$ cat config.mk
export PLATFORM = sky130hd
export DESIGN_NAME = cordic_sequencer
export DESIGN_NICKNAME = d
export VERILOG_FILES = /design/src/rtl/cordic_pkg.sv /design/src/rtl/cordic_iter_cnt.sv /design/src/rtl/cordic_sequencer.sv
export SDC_FILE = /design/constraint.sdc
export NUM_CORES = 1
export LEC_CHECK = 0
export ABC_AREA = 0
export CAP_MARGIN = 20
export CORE_AREA = 2 2 39 41
export CTS_CLUSTER_SIZE = 20
export DETAILED_ROUTE_END_ITERATION = 12
export DIE_AREA = 0 0 41 43
export DONT_BUFFER_PORTS = 1
export HOLD_SLACK_MARGIN = 0.05
export PLACE_DENSITY = 0.53
export SLEW_MARGIN = 20
export SYNTH_ARGS = -nofsm -noshare
export SYNTH_HDL_FRONTEND = slang
export SYNTH_SLANG_ARGS = --single-unit
$ cat constraint.sdc
create_clock -name clock -period 3.7 [get_ports clock]
set_clock_uncertainty 0.1 [all_clocks]
set_input_delay 0.74 -clock clock [delete_from_list [all_inputs] [get_ports clock]]
set_output_delay 0.74 -clock clock [all_outputs]
set_load 0.03 [all_outputs]
$ cat src/rtl/cordic_pkg.sv
// Shared definitions for the CORDIC control slice.
//   state_e        : sequencer state encoding (2-bit)
//   MODE_ROT/VEC   : operation mode values carried on req_mode / dp_mode
//   NITER_DEFAULT  : default number of micro-rotations per operation
//   ITER_W_DEFAULT : default width of the iteration index / ATAN ROM address
package cordic_pkg;

  typedef enum logic [1:0] {
    S_IDLE = 2'd0,
    S_LOAD = 2'd1,
    S_ITER = 2'd2,
    S_DONE = 2'd3
  } state_e;

  localparam logic MODE_ROT = 1'b0;
  localparam logic MODE_VEC = 1'b1;

  localparam int NITER_DEFAULT  = 16;
  localparam int ITER_W_DEFAULT = 5;

endpackage

$ cat src/rtl/cordic_iter_cnt.sv
// Iteration counter for the CORDIC sequencer.
// Up-counter with synchronous clear (which takes priority) and count enable.
// tc_o flags the last iteration (iter_o == NITER-1).
// Ports:
//   clock, reset : rising-edge clock, async active-high reset
//   clear_i      : force the count to 0 at the next edge
//   en_i         : advance the count by one at the next edge
//   iter_o       : current iteration index
//   tc_o         : terminal count reached
module cordic_iter_cnt #(
  parameter int NITER  = 16,
  parameter int ITER_W = 5
) (
  input  logic              clock,
  input  logic              reset,
  input  logic              clear_i,
  input  logic              en_i,
  output logic [ITER_W-1:0] iter_o,
  output logic              tc_o
);

  localparam logic [ITER_W-1:0] LAST = ITER_W'(NITER - 1);

  logic [ITER_W-1:0] iter_q;
  logic [ITER_W-1:0] iter_d;

  // Clear wins over enable so an abort can never leave a stale index behind.
  always_comb begin
    iter_d = iter_q;
    if (clear_i) begin
      iter_d = '0;
    end else if (en_i) begin
      iter_d = iter_q + ITER_W'(1);
    end
  end

  always_ff @(posedge clock or posedge reset) begin
    if (reset) begin
      iter_q <= '0;
    end else begin
      iter_q <= iter_d;
    end
  end

  assign iter_o = iter_q;
  assign tc_o   = (iter_q == LAST);

endmodule

$ cat src/rtl/cordic_sequencer.sv
// Control FSM for the CORDIC engine.
// Accepts one operation per valid/ready request, pulses the datapath load,
// runs NITER micro-rotations while supplying the ATAN ROM address, then holds
// the result until the host consumes it. Outputs are Moore-decoded.
// Ports:
//   clock, reset         : rising-edge clock, async active-high reset
//   req_valid/req_ready  : request handshake; req_mode sampled on accept
//   abort                : synchronous cancel of a running operation
//   dp_load              : one-cycle datapath initial-value capture
//   dp_en                : datapath performs a micro-rotation this cycle
//   dp_mode              : mode latched at accept (0 rotation, 1 vectoring)
//   iter                 : iteration index / ATAN ROM address
//   res_valid/res_ready  : result handshake
//   busy                 : operation in progress (LOAD, ITER, DONE)
module cordic_sequencer
  import cordic_pkg::*;
#(
  parameter int NITER  = NITER_DEFAULT,
  parameter int ITER_W = ITER_W_DEFAULT
) (
  input  logic              clock,
  input  logic              reset,
  input  logic              req_valid,
  input  logic              req_mode,
  output logic              req_ready,
  input  logic              abort,
  output logic              dp_load,
  output logic              dp_en,
  output logic              dp_mode,
  output logic [ITER_W-1:0] iter,
  output logic              res_valid,
  input  logic              res_ready,
  output logic              busy
);

  state_e state_q, state_d;
  logic   mode_q, mode_d;
  logic   accept;
  logic   cntClear;
  logic   cntEn;
  logic   lastIter;

  // Abort in IDLE also blocks acceptance of a simultaneous request.
  assign accept = (state_q == S_IDLE) && req_valid && !abort;

  // Next-state logic; abort overrides every non-IDLE transition.
  always_comb begin
    state_d = state_q;
    mode_d  = mode_q;
    case (state_q)
      S_IDLE: begin
        if (accept) begin
          state_d = S_LOAD;
          mode_d  = req_mode;
        end
      end
      S_LOAD: state_d = S_ITER;
      S_ITER: if (lastIter) state_d = S_DONE;
      S_DONE: if (res_ready) state_d = S_IDLE;
      default: state_d = S_IDLE;
    endcase
    if (abort && (state_q != S_IDLE)) begin
      state_d = S_IDLE;
    end
  end

  always_ff @(posedge clock or posedge reset) begin
    if (reset) begin
      state_q <= S_IDLE;
      mode_q  <= MODE_ROT;
    end else begin
      state_q <= state_d;
      mode_q  <= mode_d;
    end
  end

  // Clearing on the upcoming state keeps iter at 0 from the very first
  // IDLE/LOAD cycle, including right after a result handshake or abort.
  // Counting stops at the terminal value so DONE holds NITER-1.
  assign cntClear = (state_d == S_IDLE) || (state_d == S_LOAD);
  assign cntEn    = (state_q == S_ITER) && !lastIter;

  cordic_iter_cnt #(
    .NITER  (NITER),
    .ITER_W (ITER_W)
  ) u_iter_cnt (
    .clock   (clock),
    .reset   (reset),
    .clear_i (cntClear),
    .en_i    (cntEn),
    .iter_o  (iter),
    .tc_o    (lastIter)
  );

  // Moore output decode from the registered state.
  always_comb begin
    req_ready = 1'b0;
    dp_load   = 1'b0;
    dp_en     = 1'b0;
    res_valid = 1'b0;
    busy      = 1'b0;
    case (state_q)
      S_IDLE: req_ready = 1'b1;
      S_LOAD: begin
        dp_load = 1'b1;
        busy    = 1'b1;
      end
      S_ITER: begin
        dp_en = 1'b1;
        busy  = 1'b1;
      end
      S_DONE: begin
        res_valid = 1'b1;
        busy      = 1'b1;
      end
      default: req_ready = 1'b0;
    endcase
  end

  assign dp_mode = mode_q;

endmodule

# After elaboration in Yosys (flattened, before gate mapping)
# Index checks and enable logic that the tools add are counted.
dict set report totals {
  reg_bits 8
}
dict set report classes {
  n_eq_ne 5
  addsub 1
  n_mux 12
  n_reduce_logical 13
}
# operator n
set op_table {}
lappend op_table {{5-bit two-way mux} 2}
lappend op_table {{2-bit two-way mux} 4}
lappend op_table {{2-bit one-hot mux with 4 select lines} 1}
lappend op_table {{5-bit by 1-bit adder with 5-bit output (second input constant)} 1}
lappend op_table {{5-bit by 4-bit equality test with 1-bit output (second input constant)} 1}
lappend op_table {{1-bit two-way mux} 5}
lappend op_table {{2-bit by 1-bit equality test with 1-bit output (second input constant)} 2}
lappend op_table {{2-bit equality test (second input constant)} 2}
lappend op_table {{1-bit logical AND} 4}
lappend op_table {{2-bit logical NOT} 2}
lappend op_table {{2-bit nonzero test} 2}
lappend op_table {{3-bit OR reduction} 1}
lappend op_table {{1-bit logical NOT} 2}
lappend op_table {{2-bit AND reduction} 1}
lappend op_table {{1-bit logical OR} 1}

# Depth between registers and ports, before layout
dict set report logic_depth {
  ltp_word 9
  mapped_depth 6
  mapped_depth_nobuf 6
}

# By module
# From an unflattened synthesis, not the netlist that was laid out.
dict set report hier_totals {
  hier_cells 43
  hier_area_um2 469.2
}
# mod n_inst area_each_um2 cells_per_inst
set modules_own_cells {}
lappend modules_own_cells {cordic_iter_cnt 1 282.8 24}
lappend modules_own_cells {cordic_sequencer 1 186.4 19}

# Least setup slack after synthesis
# Ideal clock, no wire load.
dict set report synth_timing {
  path_type {register to register}
  startpoint {register u_iter_cnt.iter_q[0] (netlist: u_iter_cnt.iter_o[0])}
  endpoint {register u_iter_cnt.iter_q[3] (netlist: u_iter_cnt.iter_o[3])}
  path_buffers 0
  stages_incl_launch_ff 7
  period_less_slack_ns 2.153
  t_arrival_ns 1.975
  required_time_ns 3.522
  slack_ns 1.547
  setup_ns 0.078
  path_cell_list {dfrtp_1 > ha_1 > and3_1 > ha_1 > or3b_1 > or3_1 > a21oi_1}
}
dict set report synth_via {
  elab_chain_len 7
  word_cells_on_any_way 13
}
# element line_no
set synth_rtl {}
lappend synth_rtl {{start: declaration} cordic_iter_cnt.sv:24} ;# logic [ITER_W-1:0] iter_q;
lappend synth_rtl {{start signal: assignment} cordic_iter_cnt.sv:41} ;# iter_q <= iter_d;
lappend synth_rtl {{5-bit by 4-bit equality test with 1-bit output} cordic_iter_cnt.sv:46} ;# assign tc_o = (iter_q == LAST);
lappend synth_rtl {{2-bit two-way mux} cordic_sequencer.sv:58} ;# S_ITER: if (lastIter) state_d = S_DONE;
lappend synth_rtl {{2-bit one-hot mux with 4 select lines} cordic_sequencer.sv:50} ;# case (state_q)
lappend synth_rtl {{2-bit two-way mux} cordic_sequencer.sv:62} ;# if (abort && (state_q != S_IDLE)) begin
lappend synth_rtl {{2-bit by 1-bit equality test with 1-bit output or 2-bit logical NOT (tied branches)} cordic_sequencer.sv:80} ;# assign cntClear = (state_d == S_IDLE) || (state_d == S_LOAD);
lappend synth_rtl {{1-bit logical OR} cordic_sequencer.sv:80}
lappend synth_rtl {{5-bit two-way mux or 2-bit nonzero test (tied branches)} n/a}
# Several ways; a longest one is shown, not always the timed one. The select of a mux whose other input is x is not followed.
# A chain may end at the register's enable or synchronous reset.

# Worst setup path in the final report
dict set report layout_timing {
  startpoint {register state_q[0]}
  endpoint {output busy}
}
dict set report layout_via {
  elab_chain_len 3
  word_cells_on_any_way 5
}
# element line_no
set layout_rtl {}
lappend layout_rtl {{start: declaration} cordic_sequencer.sv:36} ;# state_e state_q, state_d;
lappend layout_rtl {{start signal: assignment} cordic_sequencer.sv:72} ;# state_q <= state_d;
lappend layout_rtl {{2-bit equality test or 2-bit by 1-bit equality test with 1-bit output (tied branches)} cordic_sequencer.sv:102} ;# case (state_q)
lappend layout_rtl {{3-bit OR reduction (no line) (*)} n/a}
lappend layout_rtl {{1-bit two-way mux (*)} cordic_sequencer.sv:102}
lappend layout_rtl {{end: declaration} cordic_sequencer.sv:33} ;# output logic busy
# Every way passes the cells marked *; elsewhere a longest branch is shown, timed or not.

==> reports/summary.md <==
The run finished with clean final reports. The area of the multi-input gates came out at 213 sq um. Data on the critical path arrives at its endpoint at 1.63 ns.

Of all nets on the critical path, the largest fanout is 9. The overall track demand over capacity in global routing is 10.7%. For the number of sinks driven by the clock tree, the log shows 8.

The via density per instance is 5.05. The biggest area contributor in the post-synthesis netlist is sky130_fd_sc_hd__dfrtp_1. The library cell contributing the largest single delay on the critical path was sky130_fd_sc_hd__nor2_1. STA classifies the critical path endpoint as an output port. Among all flip-flop cells after synthesis, the most frequent one is sky130_fd_sc_hd__dfrtp_1. The register bit count reported by yosys is 8, and the final period demand of the worst path is 2.47 ns.

In this run the core area contains 14 standard-cell rows. The total count of max-transition violations in the final report is 0. In this run the cell area measured after placement is 448 sq um. The clock-pin slew of the registers on the worst-case setup and hold paths is 0.05 ns, and the source-to-sink clock delay at the later pin of the worst-skew pair is 0.26 ns.

For this configuration, the core starts out at a cell density of 30.9%. Across all layers, the routed design uses 313 vias. Relative to the synthesized area, the layout overhead comes to 9.94%. The tools report the post-CTS repair timing setup buffer count as 0. The post-route DRC violation count was 0. Entering global routing, the biggest net connects 10 pins. When the netlist entered floorplanning its net count stood at 51. The critical path required time is 2.86 ns. After Yosys synthesis, and, or, nand and nor cells account for 27.5% of the synthesized area. The hold-fix buffer count after cts came out at 0. The commonest cells after synthesis are 8 x sky130_fd_sc_hd__dfrtp_1, 4 x sky130_fd_sc_hd__inv_1, 4 x sky130_fd_sc_hd__nor2_1.

The tools report the die area as 1760 sq um. In the final routed layout, each cell accounts on average for 12.1 microns. Critical path start-end classification: reg2out.

Of the total power, combinational logic draws 14.2%. Multiplexer cells account for 2.63% of the synthesized area. Yosys printed 0 warnings. The region available for standard cell placement spans 1380 sq um. The worst setup path is launched from a flip-flop. Most common cell in the synthesized netlist: sky130_fd_sc_hd__dfrtp_1. The synthesized netlist devotes 9.65% of its cell area to compound gates.

The upper clock frequency limit is 405 MHz. The logs give 749 microns for the total detailed-routing wirelength and 1190 microns for the global-route wire length before repair. Adding up every negative setup slack in the final design gives 0 ns.

The share of the synthesized area in the top cell type works out to 46.8%. Of the cells placed in the final design, the portion with a size suffix greater than 1 is 10.9%. The number of violations of the max-capacitance limit was 0. The slew at the pin with the worst max-slew slack was 0.744 ns; the initial antenna violation count was 0. In this run, distinct cell masters in the synthesized netlist total 21.

In this run the horizontal extent of the chip is 41 microns. After synthesis, the cell types taking the most area are sky130_fd_sc_hd__dfrtp_1 47%, sky130_fd_sc_hd__ha_1 5.8%, sky130_fd_sc_hd__and2b_1 5.3%. The vertical extent of the die is 43 microns. The share of total power in sequential cells is 52.3%. The number of clock buffers added by TritonCTS is 3. The logs give 0 for the number of endpoints failing setup at the final stage and 50.2% for the tightest slew margin relative to the limit.

The average cell area after synthesis was 9.95 sq um. The path class of the lowest-slack min-delay path was in2async. The tools report the deepest clock path buffer count as 2. Summing all flip-flop and latch instances after layout gives 200 sq um. Switching power share of the total: 30.1%. The filler cells instantiated in the layout total 151. Internal power comes to 0.000138 W. Buffers placed on the I/O ports in this run total 0. The tools report the deepest level of the CTS H-tree as 1.

The tools report the master cell of the clock root buffer as sky130_fd_sc_hd__clkbuf_4. Summing all non-filler instances in the final layout gives an area of 470 sq um. The synthesized design contains 0 enable-type register cells. The analysis attributes to cell leakage a power of 0.222 nW. The clock network burns 33.5% of the power. The setup check on the worst reg-to-reg path leaves a slack of 1.43 ns. For the post-detailed-placement half-perimeter wirelength, the log shows 611 microns. The post-route fraction of the period consumed by the critical path works out to 66.8%. The number of violations reported at the end of detailed-routing iteration 0 is 1. For the number of optimization iterations in the first detailed-route pass, the log shows 2. The number of hold violations in the final report was 0; the fraction of synthesis flops using an asynchronous set or reset pin was 100%. The number of top-level pins was 17; the routability-driven placement congestion ratio was 0.720. Setup repair after global routing left no endpoint under its margin. The signal on the critical path passes through nor2_1 -> inv_1. Synthesis produced 43 cells.

The analysis attributes to net switching a power of 0.0000593 W. Summing the areas of all xor and xnor instances in the mapped netlist gives 4.09% of the synthesized area. The run gives 287 as the via count of the first global-routing pass. The number of gates resized after CTS was 0. In this run the cell area of the synthesized design comes to 428 sq um.

The detail route stage leaves a number of antenna-violating nets equal to 0. For this design the ratio of total power to cell area is 419 nW/um^2. For the number of nets at the end of the flow, the log shows 56.

The largest stage delay on the critical path is 0.60 ns. Of the synthesized area, sequential elements account for 46.8%. By area, the combinational part of the netlist is dominated by simple AND/OR/NAND/NOR gates. The number of antenna diodes in the final layout is 0. Across the VDD grid, the largest voltage drop is 0.150 mV. Summing the areas of all fa, ha and maj instances in the mapped netlist gives 5.85% of the synthesized area.

TritonCTS built the clock tree. The total overflow left after global routing is 0.
[stage by stage]
stage / worst slack, ns / utilization, % / instances / power, W / hold slack, ns
2_1_floorplan: 1.55 / - / 43 / 0.000129 / 0.456
3_3_place_gp: 1.46 / 32.4 / 59 / 0.000133 / 0.503
3_5_place_dp: 1.44 / 32.4 / 59 / 0.000133 / 0.502
4_1_cts: 1.22 / 34.0 / 62 / 0.000201 / 0.225
5_1_grt: 1.18 / 34.0 / 62 / 0.000206 / 0.240
6_report: 1.23 / 34.0 / 62 / 0.000197 / 0.216
[final cells by class]
| cell class | instances | area share, % |
|---|---|---|
| clock buffers | 3 | 4.79 |
| flip-flops and latches | 8 | 42.6 |
| inverters | 4 | 3.19 |
| well taps | 16 | 4.26 |
| multi-input cells | 31 | 45.2 |
[layout by cell type (no fill, tap or decap), drive strengths merged]
cell type / netlist / final
nor2: 4 / 4
and2: 1 / 1
dfrtp: 8 / 8
o21ai: 2 / 2
or3: 1 / 1
nand2: 3 / 3
xnor2: 2 / 2
or3b: 1 / 1
clkbuf: 0 / 3
nand3: 1 / 1
inv: 4 / 4
a211o: 1 / 1
nor2b: 1 / 1
and3: 1 / 1
ha: 2 / 2
a21oi: 3 / 3
a211oi: 1 / 1
and2b: 3 / 3
nor3b: 1 / 1
mux2: 1 / 1
nand3b: 1 / 1
nor4bb: 1 / 1
[per-layer routing]
metal / GRT usage [%] / vias up / part of all wire [%] / wire length [microns]
li1: - / 154 / - / -
met4: 8.00 / 0 / 2.5 / 19
met2: 15.9 / 10 / 50 / 372
met1: 10.4 / 147 / 38 / 282
met5: 0 / - / 0 / 0
met3: 5.76 / 2 / 9.9 / 74
[cells by family (layout without fill, tap and decap cells)]
family / Yosys count / after routing
multiplexers: 1 / 1
buffers and inverters: 4 / 7
AND/OR/NAND/NOR: 19 / 19
adder cells (fa/ha/maj): 2 / 2
XOR/XNOR: 2 / 2
AO/OA/AOI/OAI: 7 / 7
flip-flops: 8 / 8
[power groups by stage]
stage	Sequential [W]	Combinational, W	Clock, W
after CTS	0.000103	0.0000288	0.0000691
after global placement	0.000105	0.0000286	0
after detailed placement	0.000105	0.0000287	0
after floorplan	0.000104	0.0000255	0
after global routing	0.000104	0.0000307	0.0000719
final	0.000103	0.0000280	0.0000660
[final timing paths]
check                                                 start                               end  cells past startpoint
min in group clock                                    abort              state_q[0]$_DFF_PP0_                      1
min reg2reg                            state_q[1]$_DFF_PP0_              state_q[0]$_DFF_PP0_                      2
max in group asynchronous                             reset  u_iter_cnt.iter_o[2]$_DFFE_PP0P_                      1
min                                                   reset  u_iter_cnt.iter_o[3]$_DFFE_PP0P_                      1
max                                    state_q[0]$_DFF_PP0_                              busy                      2
max reg2reg                u_iter_cnt.iter_o[0]$_DFFE_PP0P_  u_iter_cnt.iter_o[3]$_DFFE_PP0P_                      6
[critical path, delay by kind of cell, from the launching register on]
| family | cells | cell delay (ns) |
|---|---|---|
| buffers and inverters | 1 | 0.33 |
| AND/OR/NAND/NOR | 1 | 0.60 |
| flip-flops | 1 | 0.45 |
[sequential cells by signal (all words and copies together), names as in the netlist]
register	count
u_iter_cnt.iter_o	5
dp_mode	1
state_q	2
Note: power is estimated with default switching activity, not from simulation.
==> RTL edit (same flow settings) <==
Re-encode `state_e` (4 states) as one-hot, 4 bits wide.
--- a/src/rtl/cordic_pkg.sv
+++ b/src/rtl/cordic_pkg.sv
@@ -6,9 +6,9 @@
 package cordic_pkg;
 
-  typedef enum logic [1:0] {
-    S_IDLE = 2'd0,
-    S_LOAD = 2'd1,
-    S_ITER = 2'd2,
-    S_DONE = 2'd3
+  typedef enum logic [3:0] {
+    S_IDLE = 4'b0001,
+    S_LOAD = 4'b0010,
+    S_ITER = 4'b0100,
+    S_DONE = 4'b1000
   } state_e;
 
Formal check against the unedited RTL: same outputs for any inputs over 10 cycles, from zero or initial values and one cycle with reset high; not proved beyond that.
==> RTL edit against the unedited design <==
Clock power is 17% higher; sequential share of layout area fell by 2.1 points; area after synthesis grew 35%; utilization increased by 11 points; routed wire length rose by 57%; non-clock buffer count rose by 1; sequential cell count up 2; final area up 32%; global-route usage up 5.6 points; total power up 14%; worst setup slack lost 190 ps; hold slack better by 23 ps; combinational power shrank 26%; critical endpoint is now req_ready.
==> RTL edit: results (changes against the unedited design) <==
| Metric | Value |
|---|---|
| Outcome | `finished clean` |
| Origin of the worst setup path | `state_q[0]$_DFF_PP1_` |
| Post-detailed-routing wire length | `1170 µm (+57%)` |
| Via count of the first global-routing pass | `404 (+41%)` |
| Post-route core utilization | `44.9% (+11 points)` |
| Power density over cell area | `360 mW/mm² (-14%)` |
| Footprint of the flip-flops and latches | `251 µm² (+26%)` |
| Drt initial violations | `15 (+14)` |
| Avg Cell Area, Syn | `9.66 µm² (-3.0%)` |
| Largest fanout on the critical path | `10 (+1)` |
| Multi-input gate count | `37 (+19%)` |
| DRT Pass-1 Iters | `4 (+2)` |
| Post-synthesis mux area share | `1.94% (-0.69 points)` |
| Share of total power in the clock network | `34.5% (+1.0 points)` |
| Register-to-register path setup slack | `1170 ps (-260 ps)` |
| Number of clock buffer instances in the layout | `4 (+1)` |
| Compound-gate portion of the synthesized area | `19.9% (+10 points)` |
| Non-clock inverter total of the final layout | `9 (+5)` |
| Total met3 wirelength after detailed routing | `90 µm (+22%)` |
| Number of unique standard cell types used by synthesis | `27 (+29%)` |
| Routability congestion estimate | `0.786 (+9.2%)` |
| Ranking of synthesized cells by area | `sky130_fd_sc_hd__dfrtp_1, sky130_fd_sc_hd__a2111oi_0, sky130_fd_sc_hd__inv_1` |
| Total number of vias | `460 (+47%)` |
| Worst Hold Margin | `239 ps (+23.5 ps)` |
| Ratio of cells with drive above 1 in the final layout | `14.8% (+3.9 points)` |
| Arithmetic-cell share of the synthesized area counting full adders, half adders and majority gates | `4.32% (-1.5 points)` |
| Routed vias/inst | `5.97 (+18%)` |
| Nets@finish | `70 (+25%)` |
| Final Cell Area | `622 µm² (+32%)` |
| Main combinational cell family by area after synthesis | `compound AO/OA/AOI/OAI gates` |
| Number of clock sinks | `10 (+2)` |
| End point of the critical path | `req_ready` |
| All-layer global routing usage | `16.3% (+5.6 points)` |
| Maximum achievable frequency | `376 MHz (-7.1%)` |
| Met1 Track Usage GR | `19.9% (+9.5 points)` |
| Number of ordinary and repair buffers in the finished layout | `1 (+1)` |
| Switching Share | `27.1% (-2.9 points)` |
| Wl on met1 | `504 µm (+79%)` |
| R2r endpoint | `u_iter_cnt.iter_o[2]$_DFFE_PP0P_` |
[RTL edit: cell count changes in the layout (fill, tap and decap cells not counted), moves of 2 or more]
| cell | unedited run | this run |
|---|---|---|
| sky130_fd_sc_hd__a2111oi_0 | 0 | 4 |
| sky130_fd_sc_hd__a21oi_1 | 3 | 5 |
| sky130_fd_sc_hd__and2b_1 | 3 | 0 |
| sky130_fd_sc_hd__inv_1 | 4 | 9 |
| sky130_fd_sc_hd__nand2_1 | 3 | 1 |
| sky130_fd_sc_hd__nor2_1 | 4 | 1 |
| sky130_fd_sc_hd__nor4b_2 | 0 | 2 |
| sky130_fd_sc_hd__o21ai_0 | 2 | 4 |
| sky130_fd_sc_hd__or3_1 | 1 | 3 |
| sky130_fd_sc_hd__xnor2_1 | 2 | 0 |
[RTL edit: worst max-delay path: stages (launching register included)]
cell and delay, ps:
sky130_fd_sc_hd__dfstp_2 640, sky130_fd_sc_hd__or4b_2 640, sky130_fd_sc_hd__inv_1 270
